$ cat src/rtl/lb_mem_master_if.sv
// Localbus request/response and packed memory-bus signals of the localbus-to-memory bridge.
interface lb_mem_master_if #(
   parameter int ADW = 20
);
   logic            lb_write;
   logic            lb_read;
   logic [ADW-1:0]  lb_addr;
   logic [31:0]     lb_wdata;
   logic [31:0]     lb_rdata;
   logic            lb_rvalid;
   logic            busy;
   logic [68:0]     mem_packed_fwd;
   logic [32:0]     mem_packed_ret;

   modport master (
      input  lb_write, lb_read, lb_addr, lb_wdata, mem_packed_ret,
      output lb_rdata, lb_rvalid, busy, mem_packed_fwd
   );

   modport slave (
      output lb_write, lb_read, lb_addr, lb_wdata, mem_packed_ret,
      input  lb_rdata, lb_rvalid, busy, mem_packed_fwd
   );
endinterface

$ cat src/rtl/lb_mem_master.sv
// Bridges one-cycle localbus strobes onto a valid/ready memory bus, one access in flight,
// with a ready timeout and a saturating count of strobes rejected while busy.
module lb_mem_master #(
   parameter logic [7:0] BASE_ADDR = 8'h00,
   parameter int         ADW       = 20,
   parameter int         TIMEOUT   = 255
) (
   input  logic                  clk,
   input  logic                  reset,
   lb_mem_master_if.master       bus,
   input  logic                  clr_err,
   output logic                  timeout_err,
   output logic [15:0]           drop_cnt
);

   typedef enum logic {IDLE, REQ} state_t;

   state_t        state, state_n;
   logic          wr_q;
   logic [31:0]   addr_q;
   logic [31:0]   wdata_q;
   logic [15:0]   wait_cnt;
   logic [21:0]   addr_ext;
   logic          ready, strobe;
   logic          accept, done, tmo, drop;

   assign ready  = bus.mem_packed_ret[32];
   assign strobe = bus.lb_write | bus.lb_read;

   always_comb begin
      addr_ext = '0;
      addr_ext[ADW-1:0] = bus.lb_addr;
   end

   always_ff @(posedge clk) begin
      if (reset) state <= IDLE;
      else       state <= state_n;
   end

   always_comb begin
      state_n            = state;
      accept             = 1'b0;
      done               = 1'b0;
      tmo                = 1'b0;
      drop               = 1'b0;
      bus.busy           = 1'b0;
      bus.mem_packed_fwd = '0;
      case (state)
         IDLE: begin
            // A simultaneous read+write runs the write and counts the read as dropped.
            drop = bus.lb_write & bus.lb_read;
            if (strobe) begin
               accept  = 1'b1;
               state_n = REQ;
            end
         end
         REQ: begin
            bus.busy           = 1'b1;
            drop               = strobe;
            bus.mem_packed_fwd = {1'b1, (wr_q ? 4'hF : 4'h0), wdata_q, addr_q};
            if (ready) begin
               done    = 1'b1;
               state_n = IDLE;
            end else if (wait_cnt == 16'(TIMEOUT)) begin
               tmo     = 1'b1;
               state_n = IDLE;
            end
         end
      endcase
   end

   always_ff @(posedge clk) begin
      if (reset) begin
         wr_q          <= 1'b0;
         addr_q        <= '0;
         wdata_q       <= '0;
         wait_cnt      <= '0;
         bus.lb_rdata  <= '0;
         bus.lb_rvalid <= 1'b0;
         timeout_err   <= 1'b0;
         drop_cnt      <= '0;
      end else begin
         bus.lb_rvalid <= 1'b0;
         if (accept) begin
            wr_q     <= bus.lb_write;
            addr_q   <= {BASE_ADDR, addr_ext, 2'b00};
            wdata_q  <= bus.lb_write ? bus.lb_wdata : 32'h0;
            wait_cnt <= '0;
         end else if (state == REQ && !ready && !tmo) begin
            wait_cnt <= wait_cnt + 16'd1;
         end

         if (done && !wr_q) begin
            bus.lb_rdata  <= bus.mem_packed_ret[31:0];
            bus.lb_rvalid <= 1'b1;
         end else if (tmo && !wr_q) begin
            bus.lb_rdata  <= 32'hDEADBEEF;
            bus.lb_rvalid <= 1'b1;
         end

         // New events take precedence over a same-cycle clear.
         if (tmo)          timeout_err <= 1'b1;
         else if (clr_err) timeout_err <= 1'b0;

         if (drop) begin
            if (drop_cnt != 16'hFFFF) drop_cnt <= drop_cnt + 16'd1;
         end else if (clr_err) begin
            drop_cnt <= '0;
         end
      end
   end

endmodule

$ cat src/flat_wrapper.sv
// flat-port wrapper written by rule: the top's interface ports become plain ports
module lb_mem_master_flat 
#(
   parameter logic [7:0] BASE_ADDR = 8'h00,
   parameter int         ADW       = 20,
   parameter int         TIMEOUT   = 255
)
  (clk, reset, clr_err, timeout_err, drop_cnt, bus_lb_write, bus_lb_read, bus_lb_addr, bus_lb_wdata, bus_mem_packed_ret, bus_lb_rdata, bus_lb_rvalid, bus_busy, bus_mem_packed_fwd);
  lb_mem_master_if #(.ADW(ADW)) bus_i ();
  input  logic clk;
  input  logic reset;
  input  logic clr_err;
  output logic timeout_err;
  output logic [15:0] drop_cnt;
  input wire logic [$bits(bus_i.lb_write)-1:0] bus_lb_write;
  input wire logic [$bits(bus_i.lb_read)-1:0] bus_lb_read;
  input wire logic [$bits(bus_i.lb_addr)-1:0] bus_lb_addr;
  input wire logic [$bits(bus_i.lb_wdata)-1:0] bus_lb_wdata;
  input wire logic [$bits(bus_i.mem_packed_ret)-1:0] bus_mem_packed_ret;
  output wire logic [$bits(bus_i.lb_rdata)-1:0] bus_lb_rdata;
  output wire logic [$bits(bus_i.lb_rvalid)-1:0] bus_lb_rvalid;
  output wire logic [$bits(bus_i.busy)-1:0] bus_busy;
  output wire logic [$bits(bus_i.mem_packed_fwd)-1:0] bus_mem_packed_fwd;
  assign bus_i.lb_write = bus_lb_write;
  assign bus_i.lb_read = bus_lb_read;
  assign bus_i.lb_addr = bus_lb_addr;
  assign bus_i.lb_wdata = bus_lb_wdata;
  assign bus_i.mem_packed_ret = bus_mem_packed_ret;
  assign bus_lb_rdata = bus_i.lb_rdata;
  assign bus_lb_rvalid = bus_i.lb_rvalid;
  assign bus_busy = bus_i.busy;
  assign bus_mem_packed_fwd = bus_i.mem_packed_fwd;
  lb_mem_master #(.BASE_ADDR(BASE_ADDR), .ADW(ADW), .TIMEOUT(TIMEOUT)) u_core (.clk(clk), .reset(reset), .bus(bus_i), .clr_err(clr_err), .timeout_err(timeout_err), .drop_cnt(drop_cnt));
endmodule
$ cat config.mk
export PLATFORM = sky130hd
export DESIGN_NAME = lb_mem_master_flat
export DESIGN_NICKNAME = d
export VERILOG_FILES = /design/src/rtl/lb_mem_master_if.sv /design/src/rtl/lb_mem_master.sv /design/src/flat_wrapper.sv
export SDC_FILE = /design/constraint.sdc
export NUM_CORES = 1
export LEC_CHECK = 0
export ABC_AREA = 1
export CELL_PAD_IN_SITES_DETAIL_PLACEMENT = 1
export CELL_PAD_IN_SITES_GLOBAL_PLACEMENT = 1
export CORE_ASPECT_RATIO = 2
export CORE_MARGIN = 2
export CORE_UTILIZATION = 30
export CTS_CLUSTER_DIAMETER = 80
export DETAILED_ROUTE_END_ITERATION = 12
export PLACE_DENSITY_LB_ADDON = 0.1
export SYNTH_ARGS = -nofsm -noshare
export SYNTH_HDL_FRONTEND = slang
export SYNTH_SLANG_ARGS = --single-unit
$ cat constraint.sdc
create_clock -name clk -period 3.8 [get_ports clk]
set_clock_uncertainty 0.05 [all_clocks]
set_input_delay 0.76 -clock clk [delete_from_list [all_inputs] [get_ports clk]]
set_output_delay 0.76 -clock clk [all_outputs]
set_load 0.005 [all_outputs]
======== Word level (Yosys, flattened, before mapping) ========
Cells that the tools add are included.
operators by class
  $add $sub $neg .......................... 2
  equality and inequality tests ........... 3
  muxes and demuxes ....................... 24
  bitwise operators ....................... 3
  reductions and logical operators ........ 12
operators by type and width
  kind                                                                     count
  32-bit 2-to-1 mux                                                        3
  69-bit 2-to-1 mux                                                        1
  16-bit 2-to-1 mux                                                        3
  16-bit by 1-bit adder with 16-bit output (second input constant)         2
  16-bit by 8-bit equality test with 1-bit output (second input constant)  1
  16-bit != test (second input constant)                                   1
  1-bit 2-to-1 mux                                                         14
  2-bit nonzero test                                                       3
  1-bit logical AND                                                        4
  4-bit 2-to-1 mux                                                         1
  1-bit one-hot mux with 2 select lines                                    2
  1-bit logical NOT                                                        3
  2-bit != test (second input constant)                                    1
  2-bit AND reduction                                                      1
  2-bit OR reduction                                                       1
  1-bit AND                                                                1
  1-bit NOT                                                                1
  1-bit bitwise OR                                                         1
word-level totals
  flip-flop bits (word level) ............. 120
  output and inout bits ................... 120
  logic and storage cells ................. 53

======== Longest topological paths before layout ========
Gate-level depths: netlist of the first run.
  depth after elaboration ................. 7
  mapped depth ............................ 10

======== Worst setup path after synthesis of the first run ========
OpenSTA, ideal clock, no wires.
  kind .................................... reg2out
  from .................................... register u_core.state
  to ...................................... output port bus_mem_packed_fwd[65]
  arrival ................................. 1.139 ns
  data required time ...................... 2.990 ns
  slack ................................... 1.851 ns
  cell stages (with the launch flop) ...... 6
  path buffers ............................ 3
  cells stage by stage .................... dfxtp_1 > buf_2 > buf_1 > nand2_1 > inv_1 > buf_4
on the way
  longest elaborated chain between the ends .. 1
ends and longest elaborated chain
  what                    line                 text
  from (decl)             lb_mem_master.sv:18  state_t state, state_n;
  from (signal assigned)  lb_mem_master.sv:37  else state <= state_n;
  69-bit 2-to-1 mux       lb_mem_master.sv:48  case (state)
  to (decl)               flat_wrapper.sv:23   output wire logic [$bits(bus_i.mem_packed_fwd)-1:0] bus_mem_packed_fwd;
Every way passes these cells.

======== Worst setup path after layout of the first run ========
  from .................................... register u_core.state
  to ...................................... output port bus_mem_packed_fwd[67]
The elaborated chain is that of the path after synthesis.

==> impl_results.md, run 1 <==
- GRT Util Overall: 19.42%
- GPL Wtd Cong: 0.7861
- Die H: 195.9 um
- Global-route wire length before repair: 29.65 mm
- DP HPWL: 13.70 mm
- Register bit total from synthesis: 120
- Top cell type's share of synthesized area: 43.49%
- Final ANT Viol Nets: 0
- Mapped Area: 5524 um2
- CTS tree: built
- Relative slew slack: 60.19%
- Clock transition at the registers of the reported paths: 0.06 ns
- Pleak: 0.003388 uW
- Post-Syn Area per Cell: 7.119 um2
- Setup Total Neg Slack: 0 ns
- Cells after synthesis: 776
- Setup bufs post-CTS: 0
- Layout cells sized above 1: 6.289%
- Clk Latency, worst-skew pair: 0.42 ns
- Drt initial violations: 155
- Power per cell area: 414.9 nW/um2
- # diodes: 0
- CTS buffer count: 17
- Crit path max fanout: 31
- Crit path time final: 2.901 ns
- WL met1: 6.986 mm
- Met2 WL: 10.52 mm
- Status: completed
- Fillers: 2214
- Fin. Hold Viols: 0
- Initial Util: 30.47%
- Critical path arrival: 2.09 ns
- Clk root buf: clkbuf_16
- Final slew viol count: 0
- Largest net degree at the start of global routing: 46
- Worst setup path startpoint: u_core.state
- Multi-input logic area: 2435 um2
- FP Rows: 70
- Resized cells post-CTS: 0
- Area occupied by registers: 2404 um2
- Die width: 99.95 um
- Layout overhead on the synthesized area: 47.57%
- I/O pin cnt: 210
- Slew @ Worst Pin: 0.5949 ns
- IO buf count: 197
- Clock Sinks: 120
- RSZ-0062 raised after global routing: no
- Register area share after synthesis: 43.49%
- Overflow after GRT: 0
- Reg2reg start: u_core.state
- Worst vdd ir: 320.3 uV
- Routed met3 length: 800 um
- WL/cell: 15.84 um
- Tcrit/Tclk final: 76.34%
- CP startpoint kind: flop
- Top post-synthesis cells by area: dfxtp_1 43%, nand2_1 13%, inv_1 7.3%, a21oi_1 6.0%, nor2_1 6.0%
- Final design utilization: 44.96%
- Synth area leader: dfxtp_1
- Max-cap violation count: 0
- Max clock buf depth: 2
- Antenna violations before repair: 0
- Synth unique cells: 31
- Core area: 18130 um2
- Drt total wl: 18.79 mm
- Critical hold path startpoint: u_core.bus.lb_rdata[9]
- Critical path capture point type: output port
- Yosys warns: 0
- Post-layout nets: 1049
- # hold bufs at CTS: 0
- Post-route DRC: 0
- Highest metal used: met4
- Die area: 19580 um2
- Vias after detailed routing: 5681
- WP data required: 2.99 ns
- Worst min path class: reg -> reg
- Final setup vio count: 0
- Post-DR vias/cell: 4.790
- Initial DRT Pass Iterations: 4
- Fmax: 344.7 MHz
- Vias in the first global route: 5766
- Type of the worst setup path: reg -> out
- H-tree lvl count: 4
per-layer routing:
| layer | global-route usage, % | vias to the layer above |
|---|---|---|
| met1 | 20.06 | 2695 |
| met5 | 0 | - |
| met4 | 7.458 | 0 |
| met3 | 4.133 | 28 |
| met2 | 37.16 | 153 |
| li1 | - | 2805 |
final timing paths:
check / end / slack, ns / cells after the start
worst max-delay path: bus_mem_packed_fwd[67] / 0.90 / 4
worst min-delay path: u_core.bus.lb_rdata[9] / 0.40 / 2
worst max register to register: u_core.wait_cnt[11] / 1.64 / 6
worst min register to register: u_core.bus.lb_rdata[9] / 0.40 / 2
final cells by class:
type | instances | share of cell area [%]
Clock buffer | 17 | 5.219
Clock inverter | 15 | 1.903
Timing Repair Buffer | 204 | 25.14
Tap cell | 216 | 3.315
Multi-Input combinational cell | 504 | 29.87
Inverter | 110 | 5.065
Sequential cell | 120 | 29.49
synth_stat cells (all sizes together):
| library cell | n |
|---|---|
| nand2 | 192 |
| dfxtp | 120 |
| inv | 110 |
| nor2 | 92 |
| a21oi | 67 |
| o21ai | 53 |
| buf | 37 |
| nand3 | 36 |
| a32o | 30 |
| clkbuf | 16 |
| xnor2 | 5 |
| nand4 | 4 |
| or2 | 4 |
| xor2 | 3 |
| ha | 2 |
| o21bai | 2 |
| a21boi | 1 |
| conb | 1 |
| nor3 | 1 |
state kept, by name, summed over array words and instances, names as in the netlist:
| register | cells |
|---|---|
| u_core.bus.lb_rdata | 32 |
| u_core.wait_cnt | 16 |
| u_core.wr_q | 1 |
| u_core.state | 1 |
| u_core.addr_q | 20 |
| u_core.wdata_q | 32 |
| u_core.bus.lb_rvalid | 1 |
| u_core.timeout_err | 1 |
| u_core.drop_cnt | 16 |
stage by stage:
| stage | cells | cell area [um2] | total power, uW | hold WS [ns] | worst slack, ns |
|---|---|---|---|---|---|
| finish | 1186 | 8152 | 3382 | 0.4003 | 0.8991 |
| floorplan | 787 | 5565 | 1595 | 0.3912 | 1.851 |
| detailed placement | 1154 | 7571 | 1837 | 0.3933 | 0.9997 |
| CTS | 1186 | 8152 | 3439 | 0.4016 | 0.8306 |
| global route | 1186 | 8152 | 3542 | 0.4151 | 0.7204 |
| global placement | 1154 | 7571 | 1831 | 0.3850 | 1.088 |
layout by cell type, fill, tap and decap left out, drive strengths merged, types with 17 or more instances in the layout:
master	Yosys	layout
a32o	30	30
inv	110	111
clkbuf	16	17
nand2	192	192
nand3	36	36
dfxtp	120	120
o21ai	53	53
clkdlybuf4s50	0	197
nor2	92	92
a21oi	67	67
report_power, final:
part	switching, uW	leakage [uW]	total (uW)	internal (uW)
Sequential	44.5	0.000982	1370	1330
Combinational	204	0.00213	431	227
Clock	616	0.000279	1580	964
Total	864	0.00339	3380	2520
critical path, stage by stage (launching register included):
cell and delay (ns):
dfxtp_2 0.69, buf_12 0.26, nand2_1 0.07, inv_1 0.11, clkdlybuf4s50_1 0.53
cells by family (layout without fill, tap and decap cells):
logic type	after synthesis	count (layout)	share of synthesized area, %
buffers and inverters	163	346	13.23
XOR/XNOR	8	8	1.268
adder cells (fa/ha/maj)	2	2	0.4529
AND/OR/NAND/NOR	329	329	24.51
flip-flops	120	120	43.49
AO/OA/AOI/OAI	153	153	16.99
other	1	12	0.06789
(Power assumes the default switching activity.)
==> run 2: changes to the inputs <==
==> constraint.sdc (replaced) <==
create_clock -name clk -period 3 [get_ports clk]
set_clock_uncertainty 0.05 [all_clocks]
set_input_delay 0.6 -clock clk [delete_from_list [all_inputs] [get_ports clk]]
set_output_delay 0.6 -clock clk [all_outputs]
set_load 0.005 [all_outputs]
==> impl_results.md, run 2 (same netlist as run 1, synthesis figures left out) <==
- Net Sw Power: 1146 uW (was 864.3 uW)
- WL/cell: 16.01 um (was 15.84 um)
- Layout cells sized above 1: 6.475% (was 6.289%)
- H-tree lvl count: 4 (unchanged)
- CTS buffer count: 17 (unchanged)
- Commonest cells after routing, fill and taps aside: 197 x clkdlybuf4s50_1, 185 x nand2_1, 119 x dfxtp_1, 107 x inv_1, 87 x nor2_1 (unchanged)
- Setup bufs post-CTS: 0 (unchanged)
- CTS tree: built (unchanged)
- Clock transition at the registers of the reported paths: 0.06 ns (about the same)
- Worst min path class: reg -> reg (unchanged)
- Die area: 19580 um2 (unchanged)
- Critical path arrival: 1.96 ns (was 2.09 ns)
- WP data required: 2.35 ns (was 2.99 ns)
- # hold bufs at CTS: 0 (unchanged)
- Die H: 195.9 um (unchanged)
- Tcrit/Tclk final: 86.90%
- RSZ-0062 raised after global routing: no (unchanged)
- DP HPWL: 13.98 mm (was 13.70 mm)
- Comb pwr share: 12.7% (about the same)
- Fillers: 2237 (was 2214)
- Relative slew slack: 58.72% (was 60.19%)
- Setup Total Neg Slack: 0 ns (unchanged)
- Die width: 99.95 um (unchanged)
- Power per cell area: 533.2 nW/um2 (was 414.9 nW/um2)
- Core area: 18130 um2 (unchanged)
- IO buf count: 197 (unchanged)
- Initial Util: 30.47% (unchanged)
- Seq pwr share: 39.7% (was 40.5%)
- Fin. Hold Viols: 0 (unchanged)
- Worst vdd ir: 379.4 uV (was 320.3 uV)
- Pleak: 0.003408 uW (was 0.003388 uW)
- Crit path max fanout: 40 (was 31)
- Post-layout nets: 1052 (was 1049)
- Hold WS: 0.3976 ns (was 0.4003 ns)
- Fmax: 383.6 MHz
- Final design utilization: 45.11% (was 44.96%)
- Clock share of power: 47.6% (was 46.7%)
- Post-DR vias/cell: 4.738 (was 4.790)
- Post-route DRC: 0 (unchanged)
- Max clock buf depth: 2 (unchanged)
- Largest net degree at the start of global routing: 47 (was 46)
- Layout overhead on the synthesized area: 48.04% (was 47.57%)
- Clk root buf: clkbuf_16 (unchanged)
- Status: completed (unchanged)
- Drt initial violations: 175 (was 155)
- FP Rows: 70 (unchanged)
- Drt total wl: 19.05 mm (was 18.79 mm)
- Antenna violations before repair: 1 (was 0)
- Vias in the first global route: 5717 (was 5766)
- Internal power: 3215 uW (was 2518 uW)
- Switch share: 26.28% (was 25.55%)
- Final setup vio count: 0 (unchanged)
- Biggest registers after layout: u_core.bus.lb_rdata: 32 flops, u_core.wdata_q: 32 flops, u_core.addr_q: 20 flops (unchanged)
- GPL Wtd Cong: 0.7822 (was 0.7861)
- I/O pin cnt: 210 (unchanged)
- Critical path capture point type: output port (unchanged)
- GRT Util Overall: 19.59% (was 19.42%)
- Type of the worst setup path: reg -> out (unchanged)
- Most common cell after layout, fill and taps aside: clkdlybuf4s50_1 (unchanged)
- Max-cap violation count: 0 (unchanged)
- CP startpoint kind: flop (unchanged)
- R2R setup slack: 0.85 ns (was 1.64 ns)
- Clock Sinks: 120 (unchanged)
- Global-route wire length before repair: 29.79 mm (was 29.65 mm)
- Crit path time final: 2.607 ns
- Slew @ Worst Pin: 0.6170 ns (was 0.5949 ns)
- Final ANT Viol Nets: 0 (unchanged)
- Clk Latency, worst-skew pair: 0.42 ns (about the same)
- Vias after detailed routing: 5638 (was 5681)
- Resized cells post-CTS: 0 (unchanged)
- Final slew viol count: 0 (unchanged)
- Initial DRT Pass Iterations: 4 (unchanged)
- Overflow after GRT: 0 (unchanged)
==> run 2: final timing paths <==
check	from	end	cells after the start
max	u_core.state	bus_mem_packed_fwd[17]	4
min	u_core.bus.lb_rdata[6]	u_core.bus.lb_rdata[6]	2
max reg2reg	u_core.state	u_core.wait_cnt[9]	8
min reg2reg	u_core.bus.lb_rdata[6]	u_core.bus.lb_rdata[6]	2
==> run 2: cell type report <==
class,instances,area [um2],area share (%)
diodes,1,2.502,0.03060
clock inverters,14,165.2,2.020
clock buffers,18,429.2,5.248
flip-flops and latches,120,2404,29.39
inverters,110,412.9,5.049
repair buffers,207,2059,25.18
well taps,216,270.3,3.305
multi-input cells,504,2435,29.77
==> run 2: through the flow <==
stage               power, uW  std cells  instance area (um2)  setup slack, ns
global placement         2321       1157                 7581           0.5132
detailed placement       2331       1157                 7581           0.4763
floorplan                2020        787                 5565            1.211
CTS                      4433       1189                 8175           0.3322
global route             4550       1190                 8178           0.2854
finish                   4361       1190                 8178           0.3929
==> run 2: critical path, stage by stage, from the launching register on <==
cell             delay [ns]
dfxtp_2                0.60
buf_12                 0.26
nand2_1                0.08
inv_1                  0.06
clkdlybuf4s50_1        0.51
==> run 2: power groups by stage <==
stage | Clock, uW | Combinational, uW | Sequential (uW)
5_1_grt | 2190 | 611 | 1740
3_5_place_dp | 0 | 561 | 1770
2_1_floorplan | 0 | 265 | 1750
4_1_cts | 2130 | 566 | 1730
6_report | 2080 | 552 | 1730
3_3_place_gp | 0 | 555 | 1770
==> run 2: routing by layer <==
metal	GRT usage, %	wire (um)
met4	8.524	531
met5	0	0
met1	19.26	6985
met2	38.29	10760
met3	3.919	779
